`config.mk`:
```
export PLATFORM = sky130hd
export DESIGN_NAME = embedded_io_ctrl
export DESIGN_NICKNAME = d
export VERILOG_FILES = /design/src/rtl/embedded_io_ctrl.sv
export SDC_FILE = /design/constraint.sdc
export NUM_CORES = 1
export LEC_CHECK = 0
export BUFFER_PORTS_ARGS = -buffer_cell sky130_fd_sc_hd__buf_4
export CORE_UTILIZATION = 30
export CTS_CLUSTER_DIAMETER = 100
export DETAILED_ROUTE_END_ITERATION = 7
export GPL_TIMING_DRIVEN = 1
export PLACE_DENSITY = 0.59
export SKIP_CTS_REPAIR_TIMING = 1
export SKIP_LAST_GASP = 1
export SYNTH_ARGS = -nofsm -noshare
export SYNTH_HDL_FRONTEND = slang
export SYNTH_SLANG_ARGS = --single-unit
```
`constraint.sdc`:
```
create_clock -name CLK -period 2.2 [get_ports CLK]
set_clock_uncertainty 0.1 [all_clocks]
set_input_delay 0.22 -clock CLK [delete_from_list [all_inputs] [get_ports CLK]]
set_output_delay 0.22 -clock CLK [all_outputs]
set_load 0.01 [all_outputs]
```
`src/rtl/embedded_io_ctrl.sv`:
```
// Isolation/direction sequencer for a bank of embedded I/O cells.
// Each direction change runs isolate -> apply -> settle -> release, so the SoC never sees drivers glitch.
module embedded_io_ctrl #(
  parameter int NUM_IO    = 8,
  parameter int ISO_SETUP = 4,
  parameter int SETTLE    = 8,
  parameter int CNT_W     = 8
) (
  input  logic              CLK,
  input  logic              RST,
  input  logic              FABRIC_READY,
  input  logic              FORCE_ISOLATE,
  input  logic              CFG_VALID,
  input  logic [NUM_IO-1:0] CFG_DIR,
  output logic              CFG_READY,
  output logic              CFG_DONE,
  output logic              IO_ISOL_N,
  output logic [NUM_IO-1:0] DIR_MASK,
  output logic              BUSY,
  output logic [1:0]        DBG_STATE
);

  localparam logic [1:0] ST_WAIT_FABRIC = 2'd0;
  localparam logic [1:0] ST_SETTLE      = 2'd1;
  localparam logic [1:0] ST_ACTIVE      = 2'd2;
  localparam logic [1:0] ST_ISO_ENTER   = 2'd3;

  localparam logic [CNT_W-1:0] SETTLE_LD = CNT_W'(SETTLE - 1);
  localparam logic [CNT_W-1:0] ISO_LD    = CNT_W'(ISO_SETUP - 1);

  logic [1:0]        state_q, state_d;
  logic [CNT_W-1:0]  cnt_q, cnt_d;
  logic              isol_n_q, isol_n_d;
  logic [NUM_IO-1:0] dir_q, dir_d;
  logic [NUM_IO-1:0] shadow_q, shadow_d;
  logic              done_q, done_d;
  logic              from_iso_q, from_iso_d;
  logic              abort;
  logic              cnt_zero;

  // Handshake: a request transfers on any edge where CFG_VALID and CFG_READY are both high;
  // CFG_DIR is sampled only then, and an unaccepted request must be held by the requester.
  assign abort     = FORCE_ISOLATE | ~FABRIC_READY;
  assign cnt_zero  = (cnt_q == '0);
  assign CFG_READY = (state_q == ST_ACTIVE) & ~FORCE_ISOLATE & FABRIC_READY;
  assign BUSY      = (state_q != ST_ACTIVE);
  assign CFG_DONE  = done_q;
  assign IO_ISOL_N = isol_n_q;
  assign DIR_MASK  = dir_q;
  assign DBG_STATE = state_q;

  always_comb begin
    state_d    = state_q;
    cnt_d      = cnt_q;
    isol_n_d   = isol_n_q;
    dir_d      = dir_q;
    shadow_d   = shadow_q;
    done_d     = 1'b0;
    from_iso_d = from_iso_q;
    if (state_q != ST_WAIT_FABRIC && abort) begin
      // Abort wins over acceptance and counter expiry; any pending shadow is dropped.
      state_d  = ST_WAIT_FABRIC;
      isol_n_d = 1'b0;
      dir_d    = '0;
      cnt_d    = '0;
    end else begin
      case (state_q)
        ST_WAIT_FABRIC: begin
          if (!abort) begin
            state_d    = ST_SETTLE;
            cnt_d      = SETTLE_LD;
            from_iso_d = 1'b0;
          end
        end
        ST_SETTLE: begin
          if (cnt_zero) begin
            state_d  = ST_ACTIVE;
            isol_n_d = 1'b1;
            done_d   = from_iso_q;
          end else begin
            cnt_d = cnt_q - 1'b1;
          end
        end
        ST_ACTIVE: begin
          if (CFG_VALID) begin
            shadow_d = CFG_DIR;
            if (CFG_DIR == dir_q) begin
              done_d = 1'b1;
            end else begin
              state_d  = ST_ISO_ENTER;
              isol_n_d = 1'b0;
              cnt_d    = ISO_LD;
            end
          end
        end
        ST_ISO_ENTER: begin
          if (cnt_zero) begin
            dir_d      = shadow_q;
            state_d    = ST_SETTLE;
            cnt_d      = SETTLE_LD;
            from_iso_d = 1'b1;
          end else begin
            cnt_d = cnt_q - 1'b1;
          end
        end
        default: state_d = ST_WAIT_FABRIC;
      endcase
    end
  end

  always_ff @(posedge CLK) begin
    if (RST) begin
      state_q    <= ST_WAIT_FABRIC;
      cnt_q      <= '0;
      isol_n_q   <= 1'b0;
      dir_q      <= '0;
      shadow_q   <= '0;
      done_q     <= 1'b0;
      from_iso_q <= 1'b0;
    end else begin
      state_q    <= state_d;
      cnt_q      <= cnt_d;
      isol_n_q   <= isol_n_d;
      dir_q      <= dir_d;
      shadow_q   <= shadow_d;
      done_q     <= done_d;
      from_iso_q <= from_iso_d;
    end
  end

endmodule
```
==> results of run 1 <==
## power groups by stage
stage	Clock, mW	Sequential [mW]	Combinational, mW
floorplan	0	0.658	0.604
global placement	0	0.661	0.906
detailed placement	0	0.663	0.897
CTS	0.431	0.652	0.903
global route	0.454	0.663	1.01
finish	0.411	0.651	0.915
## critical path: stages, from the launching register on
cell and delay, ns:
dfxtp_1 0.34, or4_4 0.58, nor2_2 0.11, or4b_1 0.43, a211oi_1 0.25, a21o_1 0.10
## kinds of logic (layout without fill, tap and decap cells)
| group | count (synthesis) | count (layout) |
|---|---|---|
| compound gates | 45 | 45 |
| xor+xnor | 8 | 8 |
| flops | 29 | 29 |
| buf+inv | 15 | 52 |
| fa+ha+maj | 6 | 6 |
| mux | 8 | 8 |
| simple gates | 66 | 66 |
## cell usage in the layout (no fill, tap or decap), types with 2 or more instances in the layout
cell type and count:
mux2i_1 8, inv_1 8, nand2_1 14, nand2b_1 2, nor3_1 6, nand4_1 2
buf_4 36, a21o_1 2, o31ai_1 3, o211a_1 2, a21oi_1 16, clkbuf_8 5
a211oi_1 4, a22oi_1 2, clkinv_2 2, nand3_1 10, ha_1 6, o41ai_1 3
o311ai_0 2, dfxtp_1 29, o21ai_0 3, xnor2_1 8, nor2_1 23
## layer usage
layer	up-vias	track usage (%)	wire length [µm]
li1	704	-	-
met2	36	24.3	1640
met4	0	5.66	76
met3	9	4.56	183
met5	-	0	0
met1	659	19.4	1740
## sequential cells by signal (all words and copies together) (netlist names)
name	cells
DIR_MASK	8
cnt_q	8
shadow_q	8
IO_ISOL_N	1
CFG_DONE	1
DBG_STATE	2
from_iso_q	1
## final timing paths
check | startpoint | to | slack, ns | cells after the start
max | cnt_q[0]$_SDFFE_PP0P_ | cnt_q[7]$_SDFFE_PP0P_ | 0.23 | 5
min | CFG_DIR[3] | shadow_q[3]$_SDFFE_PP0P_ | 0.09 | 3
max reg2reg | cnt_q[0]$_SDFFE_PP0P_ | cnt_q[7]$_SDFFE_PP0P_ | 0.23 | 5
min reg2reg | shadow_q[1]$_SDFFE_PP0P_ | DIR_MASK[1]$_SDFFE_PP0P_ | 0.36 | 2
## through the flow
step / cells / util (%)
floorplan: 177 / -
global placement: 273 / 38.4
detailed placement: 273 / 38.4
CTS: 281 / 40.2
global route: 281 / 40.2
finish: 281 / 40.2
## cell type report
| type | count | area share (%) |
|---|---|---|
| clock inverter | 2 | 0.524 |
| clock buffer | 6 | 3.80 |
| timing repair buffer | 36 | 14.1 |
| sequential | 29 | 30.4 |
| multi-input combinational | 133 | 45.2 |
| tap | 67 | 4.39 |
| inverter | 8 | 1.57 |
==> impl_metrics.env, run 1 <==
export IMPL_status="complete, no violations"
export IMPL_cts_root_buffer="clkbuf_8"
export IMPL_synthMuxAreaShare_pct=5.33
export IMPL_yosys_most_used_dff="dfxtp_1"
export IMPL_clk_latency_ns=0.28
export IMPL_p_clk_share_pct=20.8
export IMPL_finalHoldViolCount=0
export IMPL_synth_top_family_by_area="simple AND/OR/NAND/NOR gates"
export IMPL_dp_hpwl_um=2640
export IMPL_syn2layout_area_growth_pct=27.2
export IMPL_synth_most_common_cell="dfxtp_1"
export IMPL_yosysUniqueCellTypes=39
export IMPL_wirelength_um=3640
export IMPL_grt_max_degree=13
export IMPL_synth_edff_count=0
export IMPL_tightestPinTransition_ns=0.457
export IMPL_wl_per_cell_um=13.0
export IMPL_period_share_pct=89.5
export IMPL_yosys_warnings=0
export IMPL_maxSlewHeadroom_pct=69.5
export IMPL_drc=0
export IMPL_netlist_area_mm2=0.00150
export IMPL_place_area_mm2=0.00183
export IMPL_first_pass_iters=4
export IMPL_setup_ws_ns=0.230
export IMPL_start_kind="register"
export IMPL_yosys_area_share_adder_pct=5.00
export IMPL_netlist_top_cells_count="dfxtp_1, nor2_1, a21oi_1"
export IMPL_grt_first_pass_wirelength_um=6150
export IMPL_crit_fanout=5
export IMPL_drive_gt1_share_pct=22.4
export IMPL_synth_xor_area_share_pct=4.67
export IMPL_viasPerCell=5.01
export IMPL_combPwrFrac_pct=46.3
export IMPL_fin_setup_tns_ns=0
export IMPL_hp_class="input pin to register"
export IMPL_async_reset_ff_share_pct=0
export IMPL_regArea_um2=581
export IMPL_power_internal_mw=1.20
export IMPL_n_antenna_cell=0
export IMPL_fp_coreArea_mm2=0.00475
export IMPL_die_area_mm2=0.00529
export IMPL_p_seq_share_pct=32.9
export IMPL_p_sw_uw=778
export IMPL_power_total_mw=1.98
export IMPL_cts_tree="done"
export IMPL_num_io_pins=27
export IMPL_overflow=0
export IMPL_gp_congestion=0.902
export IMPL_fillCellCount=506
export IMPL_synthCells=177
export IMPL_grt_pass1_vias=1330
export IMPL_final_setup_viol_count=0
export IMPL_ys_seq_area_share_pct=38.7
export IMPL_synth_top_area_share_pct=38.7
export IMPL_clk_transition_reported_paths_ns=0.06
export IMPL_drtIter0Drc=125
export IMPL_p_sw_share_pct=39.3
export IMPL_synth_avg_cell_area_um2=8.48
export IMPL_final_area_mm2=0.00191
export IMPL_cp_arrival_ns=2.09
export IMPL_fmax_ghz=0.508
export IMPL_fin_crit_ns=1.97
export IMPL_p_leak_nw=0.809
export IMPL_synth_seq_cells=29
export IMPL_synth_largest_area_cell="dfxtp_1"
export IMPL_cts_sinks=29
export IMPL_ant_nets=0
export IMPL_hold_worst_slack_ns=0.0916
export IMPL_synth_compound_area_share_pct=20.6
export IMPL_die_w_um=72.7
export IMPL_drv_cap=0
export IMPL_dr_total_vias=1408
export IMPL_synth_area_leaders="dfxtp_1, nor2_1, a21oi_1, mux2i_1, ha_1"
export IMPL_powerDensity_mw_per_mm2=1030
export IMPL_place_ws_ns=0.237
export IMPL_drv_slew=0
export IMPL_htreeDepth=2
export IMPL_worstPathRequired_ns=2.32
export IMPL_synth_nets=196
export IMPL_die_h_um=72.7
export IMPL_row_count=25
export IMPL_end_kind="register"
export IMPL_cts_max_path_buffers=2
export IMPL_portBuffers=26
export IMPL_multi_input_area_um2=863
export IMPL_ir_drop_v=0.000371
export IMPL_finalNetCount=232
export IMPL_grt_total_usage_pct=15.2
export IMPL_start_util_pct=31.6
export IMPL_cts_inserted_buffers=5
export IMPL_antenna_found_initial=0
export IMPL_rsz0062_at_grt="no"
export IMPL_worst_setup_path_type="register to register"
export IMPL_synthSimpleGateAreaFrac_pct=21.8
No activity file was read; power rests on OpenSTA's default activity.
==> inputs of run 2 (changes only) <==
- CORE_ASPECT_RATIO: unset -> 2
- GPL_TIMING_DRIVEN: 1 -> 0
==> run 2 against run 1 <==
Against the previous run: register-to-register slack got worse by 0.08 ns; worst setup slack worse by 0.077 ns; power rose by 3.3%; flip-flop and latch count unchanged; count of clock-buffer cells in the layout grew 1; die area increased by 0.32%; largest power group unchanged.
==> impl_metrics.env, run 2 (synthesis gave the netlist of run 1 again) <==
export IMPL_htreeDepth=2
export IMPL_mostFrequentLayoutCells="dfxtp_1, buf_4, nor2_1"
export IMPL_n_antenna_cell=0
export IMPL_wirelength_met1_um=1320
export IMPL_portBuffers=26
export IMPL_die_h_um=102
export IMPL_grt_max_degree=11
export IMPL_cts_sinks=29
export IMPL_start_kind="register"
export IMPL_drtIter0Drc=39
export IMPL_end_kind="register"
export IMPL_wl_met2_um=2440
export IMPL_final_core_util_pct=39.2
export IMPL_cts_inserted_buffers=5
export IMPL_gp_congestion=0.830
export IMPL_critical_path_depth=8
export IMPL_clk_latency_ns=0.30
export IMPL_fmax_ghz=0.489
export IMPL_die_w_um=52.0
export IMPL_clk_transition_reported_paths_ns=0.06
export IMPL_cp_arrival_ns=2.11
export IMPL_worst_path_buf_inv=2
export IMPL_cp_slowest_cell="dfxtp_1"
export IMPL_hold_path_startpoint="CFG_DIR[3]"
export IMPL_tightestPinTransition_ns=0.586
export IMPL_r2r_end="IO_ISOL_N$_SDFFE_PP0P_"
export IMPL_grt_total_usage_pct=17.8
export IMPL_powerDensity_mw_per_mm2=1080
export IMPL_drive_gt1_share_pct=21.9
export IMPL_drv_cap=0
export IMPL_syn2layout_area_growth_pct=25.7
export IMPL_num_io_pins=27
export IMPL_power_total_mw=2.04
export IMPL_fin_crit_ns=2.05
export IMPL_worstPathCellList="inv_1 -> ha_1 -> nor4b_4 -> and2_4 -> clkbuf_4 -> nor2_1 -> o41ai_1 -> a21oi_1"
export IMPL_dpl_cell_count=260
export IMPL_cts_max_path_buffers=2
export IMPL_viasPerCell=5.23
export IMPL_grt_first_pass_wirelength_um=6670
export IMPL_fp_coreArea_mm2=0.00482
export IMPL_ir_drop_v=0.000492
export IMPL_r2r_start="cnt_q[0]$_SDFFE_PP0P_"
export IMPL_fin_setup_tns_ns=0
export IMPL_r2r_slack_ns=0.15
export IMPL_layout_commonest_cell="dfxtp_1"
export IMPL_final_setup_viol_count=0
export IMPL_overflow=0
export IMPL_top_layer="met4"
export IMPL_first_pass_iters=6
export IMPL_cts_tree="done"
export IMPL_antenna_found_initial=0
export IMPL_final_area_mm2=0.00189
export IMPL_worst_setup_path_type="register to register"
export IMPL_cts_root_buffer="clkbuf_8"
export IMPL_worstPathRequired_ns=2.26
export IMPL_place_ws_ns=-0.160
export IMPL_drv_slew=0
export IMPL_rsz0062_at_grt="no"
export IMPL_dr_total_vias=1396
export IMPL_hp_class="input pin to register"
export IMPL_wirelength_um=4070
export IMPL_grt_pass1_vias=1448
export IMPL_worst_path_largest_cell_delay_ns=0.35
export IMPL_endpoint="IO_ISOL_N$_SDFFE_PP0P_"
export IMPL_period_share_pct=93.0
export IMPL_hold_worst_slack_ns=0.0760
export IMPL_finalHoldViolCount=0
export IMPL_setup_ws_ns=0.153
export IMPL_drc=0
export IMPL_crit_fanout=10
export IMPL_row_count=36
export IMPL_status="complete, no violations"
export IMPL_ant_nets=0
export IMPL_maxSlewHeadroom_pct=60.9
export IMPL_p_leak_nw=0.792
export IMPL_die_area_mm2=0.00531
export IMPL_wl_per_cell_um=15.2
export IMPL_start_util_pct=31.2
export IMPL_r2r_cells=8
export IMPL_startpoint="cnt_q[0]$_SDFFE_PP0P_"
export IMPL_place_area_mm2=0.00177
export IMPL_finalNetCount=229
export IMPL_cp_top_family="simple AND/OR/NAND/NOR gates"
export IMPL_final_cells=267
export IMPL_dp_hpwl_um=3150
export IMPL_wl_met3_um=124
## run 2: worst min path at each step
| stage | to | slack [ns] | cells past startpoint |
|---|---|---|---|
| 2_1_floorplan | shadow_q[0]$_SDFFE_PP0P_ | 0.26 | 2 |
| 5_1_grt | shadow_q[7]$_SDFFE_PP0P_ | 0.08 | 3 |
| 3_5_place_dp | DIR_MASK[2]$_SDFFE_PP0P_ | 0.36 | 2 |
| 3_3_place_gp | IO_ISOL_N$_SDFFE_PP0P_ | 0.35 | 2 |
| 4_1_cts | shadow_q[3]$_SDFFE_PP0P_ | 0.08 | 3 |
| 6_report | shadow_q[3]$_SDFFE_PP0P_ | 0.08 | 3 |
## run 2: layout make-up
class / count / area [µm²]
Buffer: 5 / 23.8
Clock buffer: 7 / 86.3
Fill cell: 509 / 2930
Inverter: 8 / 30.0
Multi-Input combinational cell: 133 / 886
Sequential cell: 29 / 581
Tap cell: 57 / 71.3
Timing Repair Buffer: 28 / 210
## run 2: worst min-delay path, cell delays in order
cell     delay [ns]
buf_4          0.09
mux2i_1        0.05
nor2_1         0.07
## run 2: per-layer routing
metal  track usage, %  vias up
li1                 -      698
met1             13.8      658
met2             35.0       29
met3             4.32       11
met4             12.9        0
met5                0        -
## run 2: power breakdown
| part | internal, mW | switching [mW] | total (mW) |
|---|---|---|---|
| Combinational | 0.384 | 0.547 | 0.931 |
| Sequential | 0.587 | 0.0710 | 0.658 |
| Clock | 0.248 | 0.207 | 0.454 |
| Total | 1.22 | 0.825 | 2.04 |
